--- config.mk ---
export PLATFORM = sky130hd
export DESIGN_NAME = axis_restoring_divider
export DESIGN_NICKNAME = d
export VERILOG_FILES = /design/src/rtl/axis_restoring_divider.sv
export SDC_FILE = /design/constraint.sdc
export NUM_CORES = 1
export LEC_CHECK = 0
export CAP_MARGIN = 20
export CORE_MARGIN = 2
export CORE_UTILIZATION = 53
export CTS_CLUSTER_DIAMETER = 40
export DETAILED_ROUTE_END_ITERATION = 8
export GPL_TIMING_DRIVEN = 1
export PLACE_DENSITY = 0.82
export SYNTH_ARGS = -nofsm -noshare
export SYNTH_HDL_FRONTEND = slang
export SYNTH_SLANG_ARGS = --single-unit
--- constraint.sdc ---
create_clock -name i_clock -period 4.1 [get_ports i_clock]
set_clock_uncertainty 0.1 [all_clocks]
set_input_delay 1.025 -clock i_clock [delete_from_list [all_inputs] [get_ports i_clock]]
set_output_delay 1.025 -clock i_clock [all_outputs]
set_load 0.02 [all_outputs]
--- src/rtl/axis_restoring_divider.sv ---
// Unsigned radix-2 restoring divider, AXI4-Stream operands in, {quotient, remainder} out.
// Optional divide-by-zero flag on m_axis_dout_tuser when AXIS_DIV_TUSER_EN is defined.
module axis_restoring_divider #(
    parameter int DATA_SIZE = 64
) (
    input  logic                     i_clock,
    input  logic                     i_reset_n,
    input  logic                     s_axis_dividend_tvalid,
    output logic                     s_axis_dividend_tready,
    input  logic [DATA_SIZE-1:0]     s_axis_dividend_tdata,
    input  logic                     s_axis_divisor_tvalid,
    output logic                     s_axis_divisor_tready,
    input  logic [DATA_SIZE-1:0]     s_axis_divisor_tdata,
    output logic                     m_axis_dout_tvalid,
    input  logic                     m_axis_dout_tready,
    output logic [2*DATA_SIZE-1:0]   m_axis_dout_tdata
`ifdef AXIS_DIV_TUSER_EN
    ,
    output logic                     m_axis_dout_tuser
`endif
);

    localparam int CNT_W = $clog2(DATA_SIZE) + 1;
    localparam logic [CNT_W-1:0] LAST = CNT_W'(DATA_SIZE - 1);

    typedef enum logic [1:0] {
        IDLE,
        CALC,
        DONE
    } state_t;

    state_t state, state_n;

    logic [DATA_SIZE-1:0] quot_q;
    logic [DATA_SIZE-1:0] div_q;
    logic [DATA_SIZE:0]   rem_q;
    logic [DATA_SIZE:0]   rem_n;
    logic [DATA_SIZE+1:0] shifted;
    logic [DATA_SIZE+1:0] diff;
    logic [CNT_W-1:0]     cnt_q;
    logic                 idle;
    logic                 accept;
    logic                 last;
    logic                 neg;

    assign idle   = (state == IDLE);
    assign accept = idle & s_axis_dividend_tvalid & s_axis_divisor_tvalid;
    assign last   = (cnt_q == LAST);

    // Gated by reset so the ready outputs read 0 while reset is held.
    assign s_axis_dividend_tready = idle & i_reset_n;
    assign s_axis_divisor_tready  = idle & i_reset_n;

    assign m_axis_dout_tvalid = (state == DONE);
    assign m_axis_dout_tdata  = {quot_q, rem_q[DATA_SIZE-1:0]};

    // quot_q doubles as the dividend shifter: its MSB feeds the remainder.
    assign shifted = {rem_q, quot_q[DATA_SIZE-1]};
    assign diff    = shifted - {2'b00, div_q};
    assign neg     = diff[DATA_SIZE+1];
    assign rem_n   = neg ? shifted[DATA_SIZE:0] : diff[DATA_SIZE:0];

    always_ff @(posedge i_clock or negedge i_reset_n) begin
        if (!i_reset_n) begin
            state <= IDLE;
        end else begin
            state <= state_n;
        end
    end

    always_comb begin
        state_n = state;
        unique case (state)
            IDLE: begin
                if (accept) begin
                    state_n = CALC;
                end
            end
            CALC: begin
                if (last) begin
                    state_n = DONE;
                end
            end
            DONE: begin
                if (m_axis_dout_tready) begin
                    state_n = IDLE;
                end
            end
            default: state_n = IDLE;
        endcase
    end

    always_ff @(posedge i_clock or negedge i_reset_n) begin
        if (!i_reset_n) begin
            quot_q <= '0;
            div_q  <= '0;
            rem_q  <= '0;
            cnt_q  <= '0;
        end else if (accept) begin
            quot_q <= s_axis_dividend_tdata;
            div_q  <= s_axis_divisor_tdata;
            rem_q  <= '0;
            cnt_q  <= '0;
        end else if (state == CALC) begin
            quot_q <= {quot_q[DATA_SIZE-2:0], ~neg};
            rem_q  <= rem_n;
            cnt_q  <= cnt_q + CNT_W'(1);
        end
    end

`ifdef AXIS_DIV_TUSER_EN
    logic zero_q;

    always_ff @(posedge i_clock or negedge i_reset_n) begin
        if (!i_reset_n) begin
            zero_q <= 1'b0;
        end else if (accept) begin
            zero_q <= (s_axis_divisor_tdata == '0);
        end
    end

    assign m_axis_dout_tuser = zero_q;
`endif

endmodule

==> run summary <==
period utilisation layout: 93.9%
first-pass GRT wire length: 62000 microns
unrepaired setup endpoints after global routing: no
max-cap viol count: 0
YS warnings: 0
CP Launch Type: register
PnR worst setup slack: 0.251 ns
asr flop ratio synth: 100%
Hold Buf Count CTS: 0
final wirelength: 38400 microns
multiplexer area fraction after synthesis: 3.87%
core footprint: 0.0244 sq mm
Critical Path Most Common Cell: a21oi_1
crit-path max FO: 7
Yosys reg bits: 202
CTS Buf Count: 34
detailed-route DRC error count: 0
Clock Tree Buf Depth: 3
DRC marker count from the first detailed-route iteration: 924
root buffer cell: clkbuf_16
CP Class: register to register
PortBufs: 263
CTS tree: yes
fmax: 260 MHz
Gate Count Post-Synth: 1570
final setup vio count: 0
GRT overflow: 0
simple-gate portion of the synthesized area: 17.5%
Worst-Skew Late Latency: 0.51 ns
initial antenna violation count: 1
DR vias/cell: 5.84
Die Footprint: 0.0262 sq mm
max incr delay on CP: 0.48 ns
synthesized cell area: 0.0132 sq mm
run status: complete, no violations
share of cells above drive strength 1: 6.22%
area grow syn2layout: 27.1%
DR pass1 iterations: 5
antenna-violating nets left: 0
combinational share of power: 3.4%
Post-synth EDFFs: 0
boundary pin count: 264
worst path required time: 4.35 ns
Die W: 162 microns
sw frac: 21.4%
pin count of the biggest net entering global routing: 133
CP Cell Sequence: ha_1, a21oi_1, o21ai_0, a41o_1, a211oi_1, nor3b_1, a21oi_1, o21ai_1, a21oi_1, a2111oi_0, a31oi_1
clock sinks: 202
pre-CTS WS: 0.293 ns
Clock power frac: 57.5%
setup_tns: 0 ns
detailed-route wire length per cell: 18.5 microns
largest family of logic cells by synthesized area: compound AO/OA/AOI/OAI gates
vias in the first global route: 12200
final hold vios: 0
reg2reg path depth: 11
Synth Area in Adders: 6.30%
maximum vdd drop: 0.000305 V
CP endpoint kind: register
# resized after CTS: 0
initial cell density of the core: 54.2%
Crit-path slowest cell: a2111oi_0
vias: 12100
Pint: 4.01 mW
gr usage total: 29.0%
Cell Pwr Density: 303 mW/mm^2
clock-pin slew on the worst setup and hold paths: 0.05 ns
Hold WC Path Type: register to register
GP Congestion: 0.935
crit path DAT: 4.10 ns
final net count: 1926
Die Y: 162 microns
syn_area_per_cell: 8.43 sq um
Synth Flop Type: dfrtp_1
sequential fraction of the synthesis area: 38.2%
LEAKAGE: 7.65 nW
post-CTS setup buffers: 0
FILL cells: 1902
slew margin rel.: 28.2%
register share of total power: 39.1%
distinct cell type count after synthesis: 75
worst-margin pin slew: 1.08 ns
H-tree levels: 2
floorplan row count: 57
Hold Crit Depth: 2
Max Slew Vio Count: 0
NetSw: 1.09 mW
DP HPWL: 27600 microns
fin crit period: 3.85 ns
XOR/XNOR Fraction of Synth Area: 3.77%
Synth Area in Compound Gates: 21.1%
Syn Nets: 1769
-- through the flow --
stage	hold slack [ns]	area [sq um]	cells	total power [mW]	util [%]
finish	0.389	16800	2078	5.10	69.0
global route	0.407	16800	2078	5.24	69.0
CTS	0.395	16800	2077	5.14	68.9
detailed placement	0.381	15600	2015	2.20	64.1
global placement	0.367	15600	2015	2.20	64.1
floorplan	0.350	13200	1570	2.03	-
-- kinds of logic (layout without fill, tap and decap cells) --
| logic type | Yosys count | after routing |
|---|---|---|
| AOI/OAI and AO/OA | 437 | 437 |
| xor gates and xnor gates | 57 | 57 |
| adders and majority gates | 66 | 66 |
| buffers and inverters | 246 | 429 |
| DFF | 202 | 202 |
| muxes | 51 | 51 |
| other | 0 | 1 |
| and+or+nand+nor | 511 | 511 |
-- synth_stat cells, drive strengths merged, types with 21 or more instances --
| master | n | share of area [%] |
|---|---|---|
| a21oi | 83 | 3.1 |
| nand3 | 101 | 3.8 |
| buf | 93 | 4.9 |
| ha | 65 | 6.1 |
| xnor2 | 33 | 2.2 |
| nor2 | 44 | 1.2 |
| a22oi | 65 | 3.7 |
| a21o | 30 | 1.7 |
| dfrtp | 202 | 38 |
| xor2 | 24 | 1.6 |
| nand2 | 265 | 7.5 |
| mux2i | 50 | 3.8 |
| nand4 | 21 | 0.99 |
| inv | 83 | 2.4 |
| clkbuf | 70 | 2.0 |
| o21ai | 165 | 6.3 |
-- placed cells by master (no fill, tap or decap), types with 4 or more instances in the layout --
cell type,Yosys,final
a211oi_1,8,8
a21boi_0,4,4
a21o_1,30,30
a21oi_1,83,82
a22oi_1,65,65
a31oi_1,7,7
and2_1,7,7
and3_1,8,7
buf_12,0,7
buf_4,66,14
bufinv_16,0,4
clkbuf_1,69,4
clkbuf_16,0,34
clkbuf_8,0,7
clkdlybuf4s50_1,0,262
clkinv_2,0,5
dfrtp_1,202,202
ha_1,65,65
inv_1,83,83
inv_6,0,5
mux2i_1,50,50
nand2_1,265,265
nand2b_1,11,10
nand3_1,101,100
nand4_1,21,21
nor2_1,44,43
nor2b_1,11,10
nor3_1,17,16
nor4_1,7,7
o211ai_1,12,12
o21a_1,7,7
o21ai_0,126,126
o21ai_1,38,38
o21bai_1,12,12
or3_1,7,7
xnor2_1,33,33
xor2_1,24,24
-- final cells by class --
cell class              instances  area [sq um]  share of cell area [%]
repair buffers                284          2880                    17.1
clock buffers                  44           948                    5.64
flip-flops and latches        202          5050                    30.1
multi-input cells            1122          6990                    41.5
well taps                     324           405                    2.41
diodes                          1          2.50                  0.0149
clock inverters                18           229                    1.36
inverters                      83           312                    1.85
-- critical path, delay by kind of cell, from the launching register on --
| kind | cells | cell delay, ns |
|---|---|---|
| adder cells (fa/ha/maj) | 1 | 0.40 |
| AO/OA/AOI/OAI | 9 | 2.45 |
| flip-flops | 1 | 0.42 |
| AND/OR/NAND/NOR | 1 | 0.33 |
-- layer usage --
layer  vias up  global-route usage, %  routed length, microns
met5         -                      0                       0
met4         0                   11.7                    1420
met3       105                   7.33                    3370
met2       530                   48.2                   17900
met1      5723                   36.3                   15700
li1       5787                      -                       -
-- sequential cells by signal, summed over array words and instances (netlist names) --
name / cells
cnt_q: 7
div_q: 64
quot_q: 64
rem_q: 65
state: 2
-- final timing paths --
check / start / end / slack (ns)
min reg2reg: div_q[0]$_DFFE_PN0P_ / div_q[0]$_DFFE_PN0P_ / 0.39
max reg2reg: rem_q[25]$_DFFE_PN0P_ / rem_q[63]$_DFFE_PN0P_ / 0.25
min in group asynchronous: i_reset_n / div_q[18]$_DFFE_PN0P_ / 0.52
max in group asynchronous: i_reset_n / rem_q[31]$_DFFE_PN0P_ / 1.89
max: rem_q[25]$_DFFE_PN0P_ / rem_q[63]$_DFFE_PN0P_ / 0.25
min: div_q[0]$_DFFE_PN0P_ / div_q[0]$_DFFE_PN0P_ / 0.39
-- power by group through the flow --
stage               clock network (mW)  registers (mW)  logic, mW
floorplan                            0            2.03    0.00155
global placement                     0            2.03      0.172
detailed placement                   0            2.03      0.174
CTS                               2.97            2.00      0.175
global route                      3.06            1.99      0.187
finish                            2.93            2.00      0.172
Note: power is estimated with default switching activity, not from simulation.
